<file path="src/rtl/rom_if_pkg.sv">
// Shared definitions for the 16x8 ROM read interface and its initiators.
package rom_if_pkg;

  localparam int unsigned ROM_ADDR_W = 4;
  localparam int unsigned ROM_DATA_W = 8;
  localparam int unsigned ROM_DEPTH  = 2 ** ROM_ADDR_W;

  // Scan reader control states
  typedef enum logic [1:0] {
    IDLE = 2'd0,
    READ = 2'd1,
    OUT  = 2'd2,
    DONE = 2'd3
  } scan_state_t;

endpackage : rom_if_pkg

</file>
<file path="src/rtl/rom_scan_reader.sv">
// ROM scan reader: walks a wrapping address range and reads each byte after a
// programmable latency. Each byte is streamed out on valid/ready and added to a
// mod-2**DATA_W checksum.
module rom_scan_reader
  import rom_if_pkg::*;
#(
  parameter int unsigned ADDR_W   = ROM_ADDR_W,
  parameter int unsigned DATA_W   = ROM_DATA_W,
  parameter int unsigned READ_LAT = 1
) (
  input  logic              clk,
  input  logic              rst,
  input  logic              start,
  input  logic [ADDR_W-1:0] start_addr,
  input  logic [ADDR_W:0]   count,
  output logic              cs,
  output logic              read_en,
  output logic [ADDR_W-1:0] addrb,
  input  logic [DATA_W-1:0] datab,
  output logic [DATA_W-1:0] out_data,
  output logic              out_valid,
  input  logic              out_ready,
  output logic              busy,
  output logic              done,
  output logic [DATA_W-1:0] checksum
);

  localparam int unsigned CNT_W = ADDR_W + 1;
  localparam int unsigned LAT_W = (READ_LAT > 1) ? $clog2(READ_LAT) : 1;

  scan_state_t      state;
  logic [CNT_W-1:0] remaining;
  logic [LAT_W-1:0] lat_cnt;

  // Scan FSM; addrb doubles as the internal scan address register
  always_ff @(posedge clk or posedge rst) begin
    if (rst) begin
      state     <= IDLE;
      cs        <= 1'b0;
      read_en   <= 1'b0;
      addrb     <= '0;
      out_data  <= '0;
      out_valid <= 1'b0;
      busy      <= 1'b0;
      done      <= 1'b0;
      checksum  <= '0;
      remaining <= '0;
      lat_cnt   <= '0;
    end else begin
      done <= 1'b0;
      case (state)
        IDLE: begin
          if (start) begin
            checksum  <= '0;
            busy      <= 1'b1;
            addrb     <= start_addr;
            remaining <= count;
            lat_cnt   <= '0;
            if (count != '0) begin
              state   <= READ;
              cs      <= 1'b1;
              read_en <= 1'b1;
            end else begin
              // Empty scan: straight to the done pulse, no ROM access
              state <= DONE;
              done  <= 1'b1;
            end
          end
        end

        READ: begin
          if (lat_cnt == LAT_W'(READ_LAT - 1)) begin
            out_data  <= datab;
            out_valid <= 1'b1;
            cs        <= 1'b0;
            read_en   <= 1'b0;
            state     <= OUT;
          end else begin
            lat_cnt <= lat_cnt + LAT_W'(1);
          end
        end

        OUT: begin
          if (out_ready) begin
            out_valid <= 1'b0;
            checksum  <= checksum + out_data;
            remaining <= remaining - CNT_W'(1);
            addrb     <= addrb + ADDR_W'(1);
            lat_cnt   <= '0;
            if (remaining == CNT_W'(1)) begin
              state <= DONE;
              done  <= 1'b1;
            end else begin
              state   <= READ;
              cs      <= 1'b1;
              read_en <= 1'b1;
            end
          end
        end

        DONE: begin
          busy  <= 1'b0;
          state <= IDLE;
        end

        default: state <= IDLE;
      endcase
    end
  end

endmodule : rom_scan_reader

</file>
<file path="config.mk">
export PLATFORM = sky130hd
export DESIGN_NAME = rom_scan_reader
export DESIGN_NICKNAME = d
export VERILOG_FILES = /design/src/rtl/rom_if_pkg.sv /design/src/rtl/rom_scan_reader.sv
export SDC_FILE = /design/constraint.sdc
export NUM_CORES = 1
export LEC_CHECK = 0
export ABC_AREA = 1
export CORE_ASPECT_RATIO = 0.75
export CORE_MARGIN = 4
export CORE_UTILIZATION = 42
export CTS_BUF_LIST = sky130_fd_sc_hd__clkbuf_4
export DETAILED_ROUTE_END_ITERATION = 10
export GPL_TIMING_DRIVEN = 0
export PLACE_DENSITY = 0.68
export SYNTH_ARGS = -nofsm -noshare
export SYNTH_HDL_FRONTEND = slang
export SYNTH_SLANG_ARGS = --single-unit
</file>
<file path="constraint.sdc">
create_clock -name clk -period 3.9 [get_ports clk]
set_input_delay 0.78 -clock clk [delete_from_list [all_inputs] [get_ports clk]]
set_output_delay 0.78 -clock clk [all_outputs]
set_load 0.02 [all_outputs]
</file>
==> impl_results.md, run 1 <==
- Outcome: finished clean
- Floorplan die height: 64.7 µm
- Sequential power share: 30.2%
- Post-synth EDFFs: 0
- List of cells traversed by the critical path: clkdlybuf4s50_1
- Data arrival time at the worst-slack endpoint: 1.43 ns
- Post-CTS clock slew at the launch and capture registers of the worst setup and hold paths: 0.10 ns
- Routed WL per cell: 12.7 µm
- Floorplan core area: 0.00408 mm²
- Total GRT Usage: 15.8%
- Relative contribution of combinational cells to total power: 60.7%
- Hold Fails Final Rpt: 0
- Initial Util: 44.1%
- Highest ir drop seen on vdd: 415 µV
- Detailed-placement wirelength estimate: 3000 µm
- CP max stage delay: 0.64 ns
- Number of CTS-inserted buffers: 5
- Post-synth ARST share: 100%
- Most common cell after layout, fill and taps aside: sky130_fd_sc_hd__nand2_1
- Wire length after detailed routing: 4040 µm
- Skew-Pair Late Insertion Delay: 0.33 ns
- Library cells used by synthesis: 31
- NetSw: 0.913 mW
- Remaining number of nets flagged by the antenna check after routing: 0
- Share of power burned in the clock network: 9.0%
- Setup skew after layout: 0.00988 ns
- Leading cell types by total area after synthesis: sky130_fd_sc_hd__dfrtp_1 (43%), sky130_fd_sc_hd__nand2_1 (13%), sky130_fd_sc_hd__ha_1 (7.0%)
- Int Pwr: 1.11 mW
- Total of flip-flops plus latches after synthesis: 31
- LEAKAGE: 1.15 nW
- Worst path bufs/invs: 1
- Required time reported for the critical path endpoint: 3.12 ns
- Number of buffers on the longest clock path: 2
- Maximum number of pins on one net before global-route repair: 32
- Proportion of layout cells with a drive suffix above 1: 12.2%
- Antenna violations before repair: 0
- Warnings, synthesis: 0
- Post-synth top area cell: sky130_fd_sc_hd__dfrtp_1
- Multi-input gate area: 886 µm²
- Setup CP Type: flip-flop to output port
- Dominant register cell in the synthesized netlist: sky130_fd_sc_hd__dfrtp_1
- Netlist Area Pre-Place: 0.00180 mm²
- Synthesized net count: 241
- Total of buffers placed on input and output ports: 45
- Largest delay share family, worst path: buffers and inverters
- Post-synth top area share: 43.1%
- Worst slew pin tran: 0.264 ns
- Final nets: 294
- Setup bufs post-CTS: 0
- Max_slew headroom: 82.3%
- Root buffer selected by CTS: sky130_fd_sc_hd__clkbuf_4
- CP Launch Type: flip-flop
- Cell with the biggest individual delay on the critical path: sky130_fd_sc_hd__clkdlybuf4s50_1
- Accumulated negative setup slack: 0 ns
- Via count of the first global-routing pass: 1,433
- Crit path capture type: output port
- Vias after detailed routing: 1,534
- Number of filler instances in the final layout: 365
- Antenna cells: 0
- TritonCTS clock tree: built
- Register cell area after layout: 776 µm²
- Remaining routing DRC violations: 0
- # IOs: 46
- Post-synthesis average cell area: 8.61 µm²
- H-tree level count: 2
- Layout overhead on the synthesized area: 32.9%
- Hold path cells: 2
- Peak fanout along the critical path: 4
- Setup-violating endpoint count in the final report: 0
- Worst hold slack across all endpoints: 0.492 ns
- GPL Wtd Cong: 0.843
- Die X-Extent: 83.6 µm
- Count of cells resized by post-cts repair: 0
- Placement row count: 20
- Min Clock Period, post-route: 2.21 ns
- Sequential area share after synthesis: 43.1%
- Leftover overflow at the end of global routing: 0
- Proportion of total power due to net switching: 45.1%
- Number of maximum-capacitance violations: 0
- Fmax: 0.453 GHz
- Share of the cycle needed by the critical path after routing: 56.7%
- Number of cells on the worst reg-to-reg path: 8
- Synthesized instance count: 209
- PwrDens: 847 mW/mm²
- Violation count after the first detailed-routing iteration: 58
- Stages on the worst setup path: 1
- Unrepaired setup endpoints after global routing: no
- Max-slew violation total from the final report: 0
- Most frequent cells in the layout: sky130_fd_sc_hd__nand2_1 (60), sky130_fd_sc_hd__clkdlybuf4s50_1 (45), sky130_fd_sc_hd__dfrtp_1 (31), sky130_fd_sc_hd__nand3_1 (18), sky130_fd_sc_hd__inv_1 (16)
- Overall die area: 0.00541 mm²
- Sinks on Clock Net: 31
- Number of iterations in the first detailed-routing pass: 4
- Drt via density: 4.82
- Kind of path behind the tightest hold check: flip-flop to flip-flop
- Wire length of the first global-routing pass: 6840 µm
- Total of hold buffers inserted after clock tree synthesis: 0
==> through the flow <==
step | power [mW] | util, % | worst slack [ns] | instances | area [µm²]
final | 2.03 | 58.6 | 1.69 | 318 | 2390
after global placement | 1.83 | 56.8 | 1.63 | 309 | 2320
after detailed placement | 1.85 | 56.8 | 1.66 | 309 | 2320
after CTS | 2.04 | 58.1 | 1.69 | 317 | 2370
after global routing | 2.21 | 58.6 | 1.63 | 318 | 2390
after floorplan | 1.42 | - | 2.27 | 209 | 1800
==> routing by layer <==
metal	part of all wire, %	vias up	track usage, %
met2	41	45	22.2
met4	0.64	0	5.02
li1	-	788	-
met1	50	697	22.4
met3	8.5	4	5.72
met5	0	-	0
==> cell families after synthesis <==
group | Yosys count | synth area share [%]
and+or+nand+nor | 104 | 26.7
DFF | 31 | 43.1
AOI/OAI and AO/OA | 26 | 8.00
buffers and inverters | 26 | 7.65
adders and majority gates | 11 | 8.07
muxes | 8 | 5.01
xor gates and xnor gates | 3 | 1.46
==> flip-flops by register name (all words and copies together), names as in the netlist <==
| name | flops |
|---|---|
| addrb | 4 |
| state | 2 |
| done | 1 |
| remaining | 5 |
| out_data | 8 |
| read_en | 1 |
| checksum | 8 |
| out_valid | 1 |
| busy | 1 |
==> final cells by class <==
type                    count  area share (%)
clock buffers               6            1.88
clock inverters             2           0.314
flip-flops and latches     31            32.4
plain buffers               6            2.51
multi-input cells         152            37.0
repair buffers             46            19.7
inverters                  20            3.24
well taps                  55            2.88
==> power by group through the flow <==
| stage | registers [mW] | clock network [mW] | logic, mW |
|---|---|---|---|
| after floorplan | 0.732 | 0 | 0.690 |
| after global placement | 0.614 | 0 | 1.22 |
| after detailed placement | 0.618 | 0 | 1.23 |
| after CTS | 0.613 | 0.188 | 1.24 |
| after global routing | 0.634 | 0.208 | 1.37 |
| final | 0.612 | 0.183 | 1.23 |
==> synth_stat cells (all sizes together), types with 2 or more instances <==
cell type / instances
a21oi: 5
ha: 10
dfrtp: 31
o211ai: 2
xor2: 2
buf: 6
nor2: 14
o21ai: 15
nand4: 3
nand2: 63
nand3b: 2
mux2: 8
or2: 4
inv: 20
nand3: 18
==> final timing paths <==
path	startpoint	to	slack, ns
worst max-delay path	out_data[1]	out_data[1]	1.69
worst min-delay path	busy	busy	0.49
worst max register to register	out_data[0]	checksum[6]	2.23
worst min register to register	busy	busy	0.49
max in group asynchronous	rst	checksum[2]	2.87
min in group asynchronous	rst	done	0.65
No activity file was read; power rests on OpenSTA's default activity.
==> run 2: changes to the inputs <==
- PLACE_DENSITY: 0.68 -> 0.71
- clock period: 3.9 -> 1.83 ns (I/O delays scaled with it)
==> impl_results.md, run 2 (synthesized netlist as in run 1, its figures left out) <==
- Kind of path behind the tightest hold check: primary input to asynchronous set/reset pin
- Root buffer selected by CTS: sky130_fd_sc_hd__clkbuf_4
- Unrepaired setup endpoints after global routing: no
- Worst slew pin tran: 0.527 ns (+0.263 ns)
- Detailed-placement wirelength estimate: 2940 µm (-2.1%)
- Int Pwr: 2.37 mW (+110%)
- Startpoint of the worst register-to-register path: out_data[0]
- Stages on the worst setup path: 1 (unchanged)
- Peak fanout along the critical path: 4 (unchanged)
- Max-slew violation total from the final report: 0 (unchanged)
- Wire length after detailed routing: 3990 µm (-1.1%)
- Total power: 4.29 mW (+110%)
- Post-CTS clock slew at the launch and capture registers of the worst setup and hold paths: 0.10 ns (about the same)
- Vias after detailed routing: 1,533 (-0.065%)
- Initial Util: 44.1% (unchanged)
- Violation count after the first detailed-routing iteration: 69 (+19%)
- Highest ir drop seen on vdd: 931 µV (+120%)
- Terminus of the critical flop-to-flop path: checksum[6]
- Sinks on Clock Net: 31 (unchanged)
- Required time reported for the critical path endpoint: 1.46 ns (-1.66 ns)
- Overall die area: 0.00541 mm² (unchanged)
- Share of the core filled with cells in the final layout: 58.9% (+0.25 points)
- Number of buffers on the longest clock path: 2 (unchanged)
- Share of the cycle needed by the critical path after routing: 96.0%
- Setup skew after layout: 0.0160 ns (+0.00614 ns)
- CP Launch Type: flip-flop
- Place WS: 0.0111 ns (-1.65 ns)
- Largest registers ranked by flip-flop count: checksum x8, out_data x8, remaining x5
- Data arrival time at the worst-slack endpoint: 1.39 ns (-0.04 ns)
- Proportion of layout cells with a drive suffix above 1: 12.2% (unchanged)
- # IOs: 46 (unchanged)
- Skew-Pair Late Insertion Delay: 0.32 ns (about the same)
- Worst-case register-to-register setup slack: 0.19 ns (-2.04 ns)
- Floorplan die height: 64.7 µm (unchanged)
- Worst path setup slack after routing: 0.0725 ns (-1.62 ns)
- H-tree level count: 2 (unchanged)
- Max_slew headroom: 64.7% (-18 points)
- Worst path bufs/invs: 1 (unchanged)
- Most common cell after layout, fill and taps aside: sky130_fd_sc_hd__nand2_1
- Outcome: finished clean
- Die X-Extent: 83.6 µm (unchanged)
- Setup bufs post-CTS: 0 (unchanged)
- Accumulated negative setup slack: 0 ns (unchanged)
- List of cells traversed by the critical path: clkdlybuf4s50_1
- Maximum number of pins on one net before global-route repair: 32 (unchanged)
- PwrDens: 1790 mW/mm² (+110%)
- Relative contribution of combinational cells to total power: 60.8% (about the same)
- Setup-violating endpoint count in the final report: 0 (unchanged)
- Layout overhead on the synthesized area: 33.4%
- Floorplan core area: 0.00408 mm² (unchanged)
- Remaining routing DRC violations: 0 (unchanged)
- TritonCTS clock tree: built
- Via count of the first global-routing pass: 1,438 (+0.35%)
- Number of maximum-capacitance violations: 0 (unchanged)
- Proportion of total power due to net switching: 44.9% (-0.21 points)
- Routed WL per cell: 12.5 µm (-1.1%)
- Fmax: 0.569 GHz
- Total of buffers placed on input and output ports: 45 (unchanged)
- Antenna cells: 0 (unchanged)
- Wire length of the first global-routing pass: 6680 µm (-2.4%)
- Drt via density: 4.82 (about the same)
- Antenna violations before repair: 0 (unchanged)
- Sequential power share: 30.3% (about the same)
- Share of power burned in the clock network: 8.9% (about the same)
- NetSw: 1.93 mW (+110%)
- Cell with the biggest individual delay on the critical path: sky130_fd_sc_hd__clkdlybuf4s50_1
- Final nets: 294 (unchanged)
- GPL Wtd Cong: 0.828 (-1.7%)
- Largest delay share family, worst path: buffers and inverters
- Min Clock Period, post-route: 1.76 ns
- Most frequent cells in the layout: sky130_fd_sc_hd__nand2_1 (60), sky130_fd_sc_hd__clkdlybuf4s50_1 (44), sky130_fd_sc_hd__dfrtp_1 (31), sky130_fd_sc_hd__nand3_1 (18), sky130_fd_sc_hd__inv_1 (16)
- LEAKAGE: 1.17 nW (+1.8%)
- Remaining number of nets flagged by the antenna check after routing: 0 (unchanged)
- Number of cells on the worst reg-to-reg path: 8 (unchanged)
- CP max stage delay: 0.64 ns (about the same)
- Placement row count: 20 (unchanged)
- Number of iterations in the first detailed-routing pass: 4 (unchanged)
- Total GRT Usage: 15.4% (-0.31 points)
- Setup CP Type: flip-flop to output port
- Leftover overflow at the end of global routing: 0 (unchanged)
- Number of CTS-inserted buffers: 5 (unchanged)
- Hold Fails Final Rpt: 0 (unchanged)
- Crit path capture type: output port
## run 2: final cells by class
type | instances | area, µm²
Timing Repair Buffer | 46 | 480
Sequential cell | 31 | 776
Inverter | 20 | 77.6
Fill cell | 374 | 1680
Buffer | 6 | 60.1
Clock inverter | 2 | 7.51
Clock buffer | 6 | 45.0
Tap cell | 55 | 68.8
Multi-Input combinational cell | 152 | 886
## run 2: how the worst max path moves through the flow
stage | to | from | slack (ns)
after floorplan | checksum[6] | out_data[0] | 0.20
after global placement | out_data[1] | rst | -0.009
after detailed placement | addrb[1] | rst | 0.01
after CTS | checksum[1] | checksum[1] | 0.04
after global routing | out_data[1] | out_data[1] | 0.007
final | out_data[1] | out_data[1] | 0.07
## run 2: power groups by stage
stage,sequential (mW),clock [mW],combinational (mW)
after detailed placement,1.31,0,2.62
after CTS,1.30,0.401,2.64
after global routing,1.35,0.441,2.89
final,1.30,0.383,2.61
after floorplan,1.56,0,1.47
after global placement,1.31,0,2.58
## run 2: routing by layer
metal,global-route usage (%),routed length [µm]
met1,20.4,2000
met2,23.7,1670
met3,6.23,291
met4,3.82,21
met5,0,0
## run 2: stage by stage
step / cell area [µm²] / hold WS [ns] / cells
floorplan: 1800 / 0.464 / 209
global placement: 2320 / 0.468 / 309
detailed placement: 2320 / 0.467 / 309
CTS: 2370 / 0.490 / 317
global route: 2400 / 0.359 / 318
finish: 2400 / 0.318 / 318
## run 2: what timing repair did
action | in CTS | in global routing
setup endpoints to repair | 0 | 1
hold buffers | 0 | 0
gates resized for setup | 0 | 1
==> run 3: changes to the inputs <==
- clock period: 1.83 -> 1.4 ns (I/O delays scaled with it)
==> impl_results.md, run 3 (synthesized netlist as in run 1, its figures left out) <==
- Outcome: complete, but fails checks
- Failing checks: setup timing
- Via count of the first global-routing pass: 1,521 (+5.8%)
- Fmax: 0.673 GHz
- Leftover overflow at the end of global routing: 0 (unchanged)
- PwrDens: 2380 mW/mm² (+33%)
- Max-slew violation total from the final report: 0 (unchanged)
- Skew-Pair Late Insertion Delay: 0.34 ns (+0.02 ns)
- Largest registers ranked by flip-flop count: checksum x8, out_data x8, remaining x5
- Setup CP Type: flip-flop to flip-flop
- Unrepaired setup endpoints after global routing: yes
- Setup-violating endpoint count in the final report: 2 (+2)
- Floorplan core area: 0.00408 mm² (unchanged)
- Data arrival time at the worst-slack endpoint: 1.73 ns (+0.34 ns)
- Most frequent cells in the layout: sky130_fd_sc_hd__nand2_1 (58), sky130_fd_sc_hd__dfrtp_1 (27), sky130_fd_sc_hd__clkdlybuf4s50_1 (20), sky130_fd_sc_hd__inv_1 (16), sky130_fd_sc_hd__nand3_1 (16)
- Proportion of total power due to net switching: 46.7% (+1.8 points)
- Relative contribution of combinational cells to total power: 60.0% (-0.8 points)
- Highest ir drop seen on vdd: 1120 µV (+20%)
- Vias after detailed routing: 1,541 (+0.52%)
- Placement row count: 20 (unchanged)
- Antenna cells: 0 (unchanged)
- Placed Instance Area: 0.00236 mm² (+1.9%)
- NetSw: 2.70 mW (+40%)
- Wire length of the first global-routing pass: 7140 µm (+6.9%)
- Wire length after detailed routing: 4170 µm (+4.5%)
- Kind of path behind the tightest hold check: primary input to asynchronous set/reset pin
- Post-CTS clock slew at the launch and capture registers of the worst setup and hold paths: 0.10 ns (about the same)
- Maximum number of pins on one net before global-route repair: 32 (unchanged)
- Total power: 5.78 mW (+35%)
- Final nets: 297 (+1.0%)
- Required time reported for the critical path endpoint: 1.64 ns (+0.18 ns)
- Crit path capture type: flip-flop
- Endpoint of the most critical setup path: checksum[4]
- Number of cells on the worst reg-to-reg path: 8 (unchanged)
- Min Clock Period, post-route: 1.49 ns
- Number of buffers on the longest clock path: 2 (unchanged)
- Remaining routing DRC violations: 0 (unchanged)
- Floorplan die height: 64.7 µm (unchanged)
- Hold Fails Final Rpt: 0 (unchanged)
- Layout overhead on the synthesized area: 35.0%
- CP max stage delay: 0.44 ns (-0.20 ns)
- Share of power burned in the clock network: 9.1% (+0.2 points)
- Die X-Extent: 83.6 µm (unchanged)
- TritonCTS clock tree: built
- Number of maximum-capacitance violations: 0 (unchanged)
- Initial Util: 44.1% (unchanged)
- Violation count after the first detailed-routing iteration: 86 (+25%)
- Terminus of the critical flop-to-flop path: checksum[4]
- Total of buffers placed on input and output ports: 45 (unchanged)
- Summed area of non-filler cells in the final layout: 0.00243 mm² (+1.2%)
- Most common cell after layout, fill and taps aside: sky130_fd_sc_hd__nand2_1
- Int Pwr: 3.08 mW (+30%)
- Worst path setup slack after routing: -0.0853 ns (-0.158 ns)
- Total GRT Usage: 16.7% (+1.3 points)
- Max_slew headroom: 54.9% (-9.8 points)
- Share of the cycle needed by the critical path after routing: 106%
- Antenna violations before repair: 0 (unchanged)
- Proportion of layout cells with a drive suffix above 1: 26.7% (+15 points)
- Crit. Startpoint: checksum[0]
- H-tree level count: 2 (unchanged)
- CP Launch Type: flip-flop
- Worst hold slack across all endpoints: 0.374 ns (+0.0562 ns)
- Worst slew pin tran: 0.675 ns (+0.149 ns)
- Detailed-placement wirelength estimate: 2970 µm (+1.0%)
- Root buffer selected by CTS: sky130_fd_sc_hd__clkbuf_4
- Worst-case register-to-register setup slack: -0.09 ns (-0.28 ns)
- Sequential power share: 30.9% (+0.6 points)
- Overall die area: 0.00541 mm² (unchanged)
- Drt via density: 4.80 (-0.42%)
- Startpoint of the worst register-to-register path: checksum[0]
- GPL Wtd Cong: 0.863 (+4.2%)
- Number of iterations in the first detailed-routing pass: 4 (unchanged)
- List of cells traversed by the critical path: ha_4 > fa_2 > nand2_2 > nand2_2 > a21oi_1 > nor2_1 > nand2_1 > nand2_1
- Number of CTS-inserted buffers: 5 (unchanged)
- Sinks on Clock Net: 31 (unchanged)
- Cell with the biggest individual delay on the critical path: sky130_fd_sc_hd__dfrtp_2
- LEAKAGE: 1.18 nW (+0.42%)
- # IOs: 46 (unchanged)
- Setup skew after layout: 0.00441 ns (-0.0116 ns)
- Routed WL per cell: 13.0 µm (+3.5%)
- Remaining number of nets flagged by the antenna check after routing: 0 (unchanged)
- Peak fanout along the critical path: 3 (-1)
-- run 3: cell types whose count changed in the layout (fill, tap and decap cells not counted), sizes merged --
cell,before,now
clkbuf,6,20
dlygate4sd2,0,3
clkinv,3,2
clkinvlp,0,1
buf,7,13
dlymetal6s2s,1,0
clkdlybuf4s15,0,5
clkdlybuf4s50,44,20
-- run 3: layout make-up --
class                   count  area, µm²
clock buffers               6       45.0
flip-flops and latches     31        781
clock inverters             2       7.51
multi-input cells         152        982
well taps                  55       68.8
repair buffers             50        412
inverters                  20       81.3
plain buffers               5       52.6
fillers                   353       1650
-- run 3: worst min path at each step --
stage	start	end	slack, ns	cells past startpoint
global placement	busy	busy	0.47	2
floorplan	rst	addrb[0]	0.38	1
CTS	rst	checksum[5]	0.40	2
global route	rst	out_data[6]	0.44	2
finish	rst	read_en	0.37	2
detailed placement	busy	busy	0.47	2
-- run 3: worst max-delay path: cells and delay by family (launching register included) --
kind / cells / cell delay [ns]
fa+ha+maj: 2 / 0.51
simple gates: 5 / 0.30
flops: 1 / 0.44
compound gates: 1 / 0.14
-- run 3: per-stage QoR --
stage	utilization (%)	setup WS [ns]	cells	setup TNS, ns
global route	59.6	-0.194	321	-0.687
finish	59.6	-0.0853	321	-0.170
CTS	60.0	-0.0897	321	-0.240
detailed placement	57.9	-0.454	309	-12.35
floorplan	-	-0.106	209	-0.188
global placement	57.9	-0.453	309	-12.54
-- run 3: what timing repair did --
action | 4_1_cts | 5_1_grt
pin swaps | 1 | 2
setup endpoints to repair | 33 | 29
resized for setup | 51 | 30
setup buffers | 4 | 1
hold buffers | 0 | 0
-- run 3: power groups by stage --
stage	sequential, mW	clock, mW	combinational, mW
after floorplan	2.09	0	1.98
after global placement	1.76	0	3.45
after detailed placement	1.77	0	3.50
after CTS	1.74	0.544	3.46
after global routing	1.85	0.582	3.89
final	1.78	0.528	3.46
-- run 3: metal layers --
| metal | routed length [µm] | GRT usage, % |
|---|---|---|
| met1 | 2070 | 21.6 |
| met2 | 1760 | 25.4 |
| met3 | 265 | 6.23 |
| met4 | 65 | 6.63 |
| met5 | 0 | 0 |
